`config.mk`:
```
export PLATFORM = sky130hd
export DESIGN_NAME = mem_vector_lsu
export DESIGN_NICKNAME = d
export VERILOG_FILES = /design/src/rtl/vlsu_pkg.sv /design/src/rtl/vlsu_addr_gen.sv /design/src/rtl/mem_vector_lsu.sv
export SDC_FILE = /design/constraint.sdc
export NUM_CORES = 1
export LEC_CHECK = 0
export ABC_AREA = 0
export BUFFER_PORTS_ARGS = -buffer_cell sky130_fd_sc_hd__buf_4
export CAP_MARGIN = 10
export CORE_AREA = 2 2 579 581
export CTS_CLUSTER_DIAMETER = 150
export DETAILED_ROUTE_END_ITERATION = 10
export DIE_AREA = 0 0 581 583
export GPL_TIMING_DRIVEN = 1
export HOLD_SLACK_MARGIN = 0.05
export PLACE_DENSITY = 0.3
export SETUP_SLACK_MARGIN = 0.2
export SLEW_MARGIN = 25
export SYNTH_ARGS = -nofsm -noshare
export SYNTH_HDL_FRONTEND = slang
export SYNTH_SLANG_ARGS = --single-unit
```
`constraint.sdc`:
```
create_clock -name CLK -period 3.55 [get_ports CLK]
set_clock_uncertainty 0.05 [all_clocks]
set_input_delay 0.355 -clock CLK [delete_from_list [all_inputs] [get_ports CLK]]
set_output_delay 0.355 -clock CLK [all_outputs]
set_load 0.02 [all_outputs]
```
`src/rtl/vlsu_pkg.sv`:
```
// vlsu_pkg: shared FSM state, op-kind enums and op decode for mem_vector_lsu.
package vlsu_pkg;
  typedef enum logic [1:0] {S_IDLE, S_STORE, S_LOAD, S_DONE} state_t;
  typedef enum logic [2:0] {OP_NOP, OP_LD_S, OP_LD_V, OP_ST_S, OP_ST_V} op_t;
  function automatic op_t vlsu_decode(input logic we, input logic ld, input logic vec);
    return we ? (vec ? OP_ST_V : OP_ST_S) : ld ? (vec ? OP_LD_V : OP_LD_S) : OP_NOP;
  endfunction
endpackage

```
`src/rtl/vlsu_addr_gen.sv`:
```
// vlsu_addr_gen: element counter with clear/advance and last flag, plus base + idx address adder.
module vlsu_addr_gen #(
  parameter int N  = 32,
  parameter int IW = 5
) (
  input  logic          CLK,
  input  logic          RST,
  input  logic          clr_i,
  input  logic          adv_i,
  input  logic [IW-1:0] lim_i,
  input  logic [N-1:0]  base_i,
  output logic [IW-1:0] idx_o,
  output logic          last_o,
  output logic [N-1:0]  addr_o
);
  logic [IW-1:0] idx_q, idx_d;
  assign idx_d  = clr_i ? '0 : adv_i ? idx_q + 1'b1 : idx_q;
  assign idx_o  = idx_q;
  assign last_o = idx_q == lim_i;
  assign addr_o = base_i + N'(idx_q);
  always_ff @(posedge CLK or negedge RST)
    if (!RST) idx_q <= '0;
    else idx_q <= idx_d;
endmodule

```
`src/rtl/mem_vector_lsu.sv`:
```
// mem_vector_lsu: MEM-stage scalar/vector load/store unit over a single-word memory port.
// Optional bounds check enabled by defining VLSU_BOUNDS_CHECK_EN.
module mem_vector_lsu
  import vlsu_pkg::*;
#(
  parameter int N         = 32,
  parameter int V         = 20,
  parameter int MEM_DEPTH = 256
) (
  input  logic                CLK,
  input  logic                RST,
  input  logic                valid_i,
  input  logic                MemWE_i,
  input  logic                WBSelect_i,
  input  logic                OpSource_i,
  input  logic [N-1:0]        Addr_i,
  input  logic [N-1:0]        StoreData_S_i,
  input  logic [V-1:0][N-1:0] StoreData_V_i,
  output logic [N-1:0]        mem_addr_o,
  output logic                mem_we_o,
  output logic [N-1:0]        mem_wdata_o,
  input  logic [N-1:0]        mem_rdata_i,
  output logic                stall_o,
  output logic                done_o,
  output logic [N-1:0]        LoadData_S_o,
  output logic [V-1:0][N-1:0] LoadData_V_o
`ifdef VLSU_BOUNDS_CHECK_EN
  ,
  output logic                addr_err_o
`endif
);
  localparam int IW = $clog2(V + 1);
  localparam int AW = N + 1;
  state_t state_q, state_d;
  op_t op;
  logic [IW-1:0] idx, lim;
  logic [N-1:0] addr, ld_s_q;
  logic [V-1:0][N-1:0] ld_v_q;
  logic vec, idle, in_st, in_ld, in_dn, last, err, go, st_s, st_v0, ld0, wr, clr, adv;
  assign vec   = OpSource_i;
  assign op    = valid_i ? vlsu_decode(MemWE_i, WBSelect_i, vec) : OP_NOP;
  assign idle  = state_q == S_IDLE;
  assign in_st = state_q == S_STORE;
  assign in_ld = state_q == S_LOAD;
  assign in_dn = state_q == S_DONE;
`ifdef VLSU_BOUNDS_CHECK_EN
  assign err = idle && op != OP_NOP && ({1'b0, Addr_i} + AW'(vec ? V - 1 : 0)) >= AW'(MEM_DEPTH);
  assign addr_err_o = RST & err;
`else
  assign err = 1'b0;
`endif
  assign go    = idle & ~err;
  assign st_s  = go & (op == OP_ST_S);
  assign st_v0 = go & (op == OP_ST_V);
  assign ld0   = go & (op == OP_LD_S || op == OP_LD_V);
  assign wr    = st_s | st_v0 | in_st;
  // Loads count one extra step past the last address to capture the trailing read.
  assign lim   = in_ld ? (vec ? IW'(V) : IW'(1)) : IW'(V - 1);
  assign clr   = in_dn | ((in_st | in_ld) & last);
  assign adv   = st_v0 | ld0 | ((in_st | in_ld) & ~last);
  always_comb
    state_d = in_dn ? S_IDLE : in_st ? (last ? S_IDLE : S_STORE) :
              in_ld ? (last ? S_DONE : S_LOAD) : st_v0 ? S_STORE : ld0 ? S_LOAD : S_IDLE;
  vlsu_addr_gen #(.N(N), .IW(IW)) u_addr_gen (
    .CLK(CLK), .RST(RST), .clr_i(clr), .adv_i(adv), .lim_i(lim),
    .base_i(Addr_i), .idx_o(idx), .last_o(last), .addr_o(addr)
  );
  assign mem_we_o     = RST & wr;
  assign mem_addr_o   = RST ? addr : '0;
  assign mem_wdata_o  = (RST & wr) ? (vec ? StoreData_V_i[idx] : StoreData_S_i) : '0;
  assign stall_o      = RST & (st_v0 | ld0 | in_ld | (in_st & ~last));
  assign done_o       = RST & (st_s | err | in_dn | (in_st & last));
  assign LoadData_S_o = ld_s_q;
  assign LoadData_V_o = ld_v_q;
  always_ff @(posedge CLK or negedge RST)
    if (!RST) begin
      state_q <= S_IDLE;
      ld_s_q  <= '0;
      ld_v_q  <= '0;
    end else begin
      state_q <= state_d;
      if (in_ld && !vec) ld_s_q <= mem_rdata_i;
      for (int k = 0; k < V; k++)
        if (in_ld && vec && idx == IW'(k + 1)) ld_v_q[k] <= mem_rdata_i;
    end
endmodule

```
## Yosys cells after proc, flatten, opt, wreduce, memory -nomap -nowiden

Cells that the tools add are included.

- Register bits after elaboration: 679
- Bits in latches: 0
- Memory bits (writable): 0
- ROM bits: 0
- Bits of input ports: 742
- Output and inout port bits: 739
- Memories kept: 0

- Add/sub/neg operators: 2
- Multiply operators: 0
- Div/mod/pow operators: 0
- Order comparisons: 1
- Equality and inequality tests: 28
- Shift operators: 0
- Muxes and demuxes: 21
- Bitwise operators: 21
- Reductions and logical operators: 26

Operators with widths:

| cell | count |
|---|---|
| 32-bit binary-select mux with 5-bit select | 1 |
| 32-bit 2-to-1 mux | 4 |
| 5-bit by 4-bit equality test with 1-bit output, second input constant | 8 |
| 32-bit by 5-bit adder with 32-bit output | 1 |
| 5-bit equality test, second input constant | 5 |
| 1-bit logical AND | 22 |
| 5-bit by 3-bit equality test with 1-bit output, second input constant | 4 |
| 5-bit 2-to-1 mux | 4 |
| 2-bit 2-to-1 mux | 7 |
| 1-bit bitwise AND | 10 |
| 5-bit by 2-bit equality test with 1-bit output, second input constant | 2 |
| 1-bit OR | 10 |
| 3-bit 2-to-1 mux | 3 |
| 3-bit by 2-bit equality test with 1-bit output, second input constant | 2 |
| 5-bit by 6-bit less-than comparator with 1-bit output, second input constant | 1 |
| 5-bit by 1-bit adder with 5-bit output, second input constant | 1 |
| 5-bit by 1-bit equality test with 1-bit output, second input constant | 1 |
| 5-bit equality test | 1 |
| 2-bit equality test, second input constant | 2 |
| 3-bit by 1-bit equality test with 1-bit output, second input constant | 1 |
| 3-bit equality test, second input constant | 1 |
| 2-bit by 1-bit equality test with 1-bit output, second input constant | 1 |
| 2-bit logical NOT | 1 |
| 1-bit 2-to-1 mux | 2 |
| 4 further kinds | 4 |

## Depth between registers and ports, before layout

- Word-level depth: 12
- Mapped depth: 9

## Hierarchy

Synthesis repeated with hierarchy kept, for this count alone.

- Cell total of the unflattened synthesis: 2,291
- Area total of the unflattened synthesis: 32,760.2 um^2

Modules (own cells, without submodules):

| module | times used | cells each | area an instance (um^2) |
|---|---|---|---|
| mem_vector_lsu | 1 | 2,163 | 31,725.4 |
| vlsu_addr_gen | 1 | 128 | 1,034.7 |

## Worst setup path after synthesis

No wires, ideal clock.

- Path kind: register -> output
- Start: register u_addr_gen.idx_q[1], in the netlist u_addr_gen.idx_o[1]
- End: output mem_addr_o[30]
- Data arrival time: 2,548 ps
- Required time: 3,145 ps
- Path slack: 597 ps
- Cell stages (with the launch flop): 10
- Path through: dfrtp_1 > buf_2 > buf_2 > inv_1 > fa_1 > nor2b_1 > o31a_1 > nor2_1 > or4b_1 > a21oi_1

- Word-level cells in the longest chain between the ends: 2

RTL lines:

| item | RTL line | source |
|---|---|---|
| start: declaration | vlsu_addr_gen.sv:16 | `logic [IW-1:0] idx_q, idx_d;` |
| start signal: assignment | vlsu_addr_gen.sv:23 | `else idx_q <= idx_d;` |
| 32-bit by 5-bit adder with 32-bit output | vlsu_addr_gen.sv:20 | `assign addr_o = base_i + N'(idx_q);` |
| 32-bit 2-to-1 mux | mem_vector_lsu.sv:69 | `assign mem_addr_o = RST ? addr : '0;` |
| end: declaration | mem_vector_lsu.sv:19 | `output logic [N-1:0] mem_addr_o,` |

Every way passes these cells.

## Worst setup path after layout

- Start: register u_addr_gen.idx_q[0], in the netlist u_addr_gen.idx_o[0]
- End: output mem_wdata_o[27]

- Word-level cells in the longest chain between the ends: 4

RTL lines:

| item | RTL line | source |
|---|---|---|
| 32-bit binary-select mux with 5-bit select | mem_vector_lsu.sv:70 | `assign mem_wdata_o = (RST & wr) ? (vec ? StoreData_V_i[idx] : StoreData_S_i) : '0;` |
| 32-bit 2-to-1 mux (not written as such) | mem_vector_lsu.sv:70 |  |
| 32-bit 2-to-1 mux (2 in series) | mem_vector_lsu.sv:70 |  |
| end: declaration | mem_vector_lsu.sv:21 | `output logic [N-1:0] mem_wdata_o,` |

Every way passes these cells. The select of a mux whose other input is x is not followed.

==> results.ini <==
[run_status]
outcome = complete, but fails checks
failed_checks = negative setup slack

[routing]
remaining_drc_errors = 0
routed_wl_um = 265000
routed_via_density = 3.35
vias = 28161
ant_nets = 0
wl_per_cell_um = 31.6
dr.pass1.iters = 4
drt_iter0_markers = 1328

[final_layout]
final_area_um2 = 55900
layout_common_cells = 1,553 x buf_4, 743 x mux2_2, 675 x dfrtp_1, 101 x clkbuf_16, 96 x mux4_2
final_common_cell = buf_4
drive_above_1_share = 0.737
area_delta_synth_final_pct = 73.3
multi_input_area_um2 = 15800
final_nets = 4635
nFillCells = 36919
seqCellArea_um2 = 17000

[sta]
setup_viol = 2
finalHoldViolCount = 0
min_period_ps = 3590
max_freq_mhz = 278
slew_viol_final = 0
worstMarginPinSlew_ps = 932
rsz0062_at_grt = true
layout_setup_ws_ps = -40.8
relSlewSlack = 0.379
final.period_utilization = 1.01

[yosys]
syn_area_um2 = 32200
yosys-top-cells-area = dfrtp_1 53%, mux2_2 27%, mux4_2 6.7%, o22ai_1 2.4%, buf_2 1.5%
syn_inst = 2293
synth_enable_flop_cells = 0
synth_top_flop_cell = dfrtp_1
syn_nets = 3050
synth_top_area_frac = 0.527
synth.largest_area_cell = dfrtp_1
ys_ff_latch = 679
yosysSeqAreaShare = 0.527
ys.warnings.count = 0
ys_types = 55
synth-async-reset-ratio = 1.00
avgSynthCellArea_um2 = 14.1

[worst_hold_path]
min_from = mem_rdata_i[2]
min_path_type = primary input to flip-flop

[clocking]
clkLatencyLatePin_ps = 770
numCtsBuffers = 96
cts.htree.levels = 3
root_buffer = clkbuf_16
cts_buffer_depth = 4
cts_tree = built
path_clk_slew_ps = 60
cts.sinks = 679

[pwr]
power_per_cell_area_nw_per_um2 = 706
ir_drop_v = 0.000388
leakage_uw = 0.0260
p_total_uw = 39500

[setup_path]
crit_fanout = 6
crit_type = flip-flop to output pin
critPathArrivalTime_ps = 3190
cp-end-kind = output pin
required_ps = 3140
crit_path_top_delay_cell = dfrtp_4
reg2reg_from = u_addr_gen.idx_o[0]
crit_chain = buf_12 > buf_12 > buf_16 > mux2_4 > o22ai_2 > a211oi_2 > nand2_2 > o22ai_4 > buf_6 > buf_6
critPathMaxStageDelay_ps = 550
cp_num_buf_inv = 5
worstSetupStartpoint = u_addr_gen.idx_o[0]
cp-start-kind = flip-flop
critPathTopFamily = buffers and inverters

[grt]
grt.overflow.total = 0
grtUsageTotal = 0.150
grt_pass1_wl_um = 334000
grt_pass1_vias = 29926
antenna_found_initial = 100
grt_max_degree = 151

[place]
place.port_buffers = 1480
dpl_worst_slack_ps = -42.8
placed_area_um2 = 49300
dpl.hpwl_um = 210000
place_congestion = 0.909

[die]
die_w_um = 581
io-pin-count = 1481
num_rows = 212
core_area_um2 = 332000
die_h_um = 583
start_util = 0.0970
die-area_um2 = 339000

[flow_run]
max_cap_viol_count = 0

## stage by stage
stage / instances / utilization / hold WS [ps] / setup TNS (ps)
2_1_floorplan: 2293 / - / 9.41 / 0
3_3_place_gp: 8056 / 0.148 / 441 / -29.8
3_5_place_dp: 8056 / 0.148 / 444 / -42.8
4_1_cts: 8309 / 0.165 / 57.2 / -2480
5_1_grt: 8374 / 0.168 / 73.5 / -1480
6_report: 8406 / 0.168 / 113 / -41.9
## routing by layer
layer / routed length, um / vias up / track usage
li1: - / 11756 / -
met1: 89500 / 14700 / 0.149
met2: 136000 / 1353 / 0.267
met3: 27000 / 320 / 0.0659
met4: 13200 / 32 / 0.0724
met5: 201 / - / 0
## area by class of cell
| type | count | share of cell area |
|---|---|---|
| Sequential cell | 679 | 0.304 |
| Multi-Input combinational cell | 1384 | 0.284 |
| Timing Repair Buffer | 1702 | 0.253 |
| Tap cell | 4387 | 0.0982 |
| Clock buffer | 144 | 0.0516 |
| Clock inverter | 27 | 0.00564 |
| Antenna cell | 68 | 0.00305 |
| Inverter | 15 | 0.00107 |
## synth_stat cells, drive strengths merged (2+ instances only)
library cell / number
mux2: 762
dfrtp: 679
o22ai: 123
clkbuf: 112
buf: 103
mux4: 96
nor2: 57
nand2: 52
a21oi: 42
mux2i: 40
nor2b: 38
a211oi: 36
xnor2: 21
nand3: 18
ha: 14
inv: 14
a2111oi: 10
xor2: 8
nand4: 7
a31oi: 5
nand2b: 5
nor3: 5
o21ai: 5
and4: 4
o2111ai: 4
or2: 4
o211ai: 3
o31a: 3
and3: 2
and3b: 2
nand3b: 2
nor3b: 2
o21a: 2
o41ai: 2
## registers in the layout (all words and copies together), names as in the netlist
register,count
LoadData_S_o,32
LoadData_V_o,640
state_q,2
u_addr_gen.idx_o,5
## final timing paths
kind / slack, ps / end / cells after the start
setup / recovery: -40 / mem_wdata_o[27] / 10
hold / removal: 110 / LoadData_S_o[2] / 2
setup reg to reg: 470 / LoadData_V_o[444] / 8
hold reg to reg: 450 / LoadData_V_o[578] / 1
max in group asynchronous: 1700 / LoadData_V_o[358] / 5
min in group asynchronous: 280 / LoadData_V_o[621] / 3
## where the power goes
part	total (uW)	internal (uW)	switching (uW)
logic	19000	8620	10400
registers	10500	9500	995
clock network	9920	5970	3950
total	39500	24100	15400
## timing repair
| action | in CTS | in global routing |
|---|---|---|
| endpoints found under the hold margin | 163 | 0 |
| gates cloned | 12 | 4 |
| resized for setup | 247 | 111 |
| setup endpoints to repair | 62 | 62 |
| pin swaps | 50 | 60 |
| hold buffers | 17 | 0 |
| buffers inserted | 53 | 25 |
## logic make-up after synthesis
logic type / after synthesis / share of synthesized area
adder cells (fa/ha/maj): 15 / 0.00605
XOR/XNOR: 29 / 0.00788
multiplexers: 898 / 0.346
buffers and inverters: 230 / 0.0315
AND/OR/NAND/NOR: 202 / 0.0317
AO/OA/AOI/OAI: 240 / 0.0503
flip-flops: 679 / 0.527
Note: power is estimated with default switching activity, not from simulation.
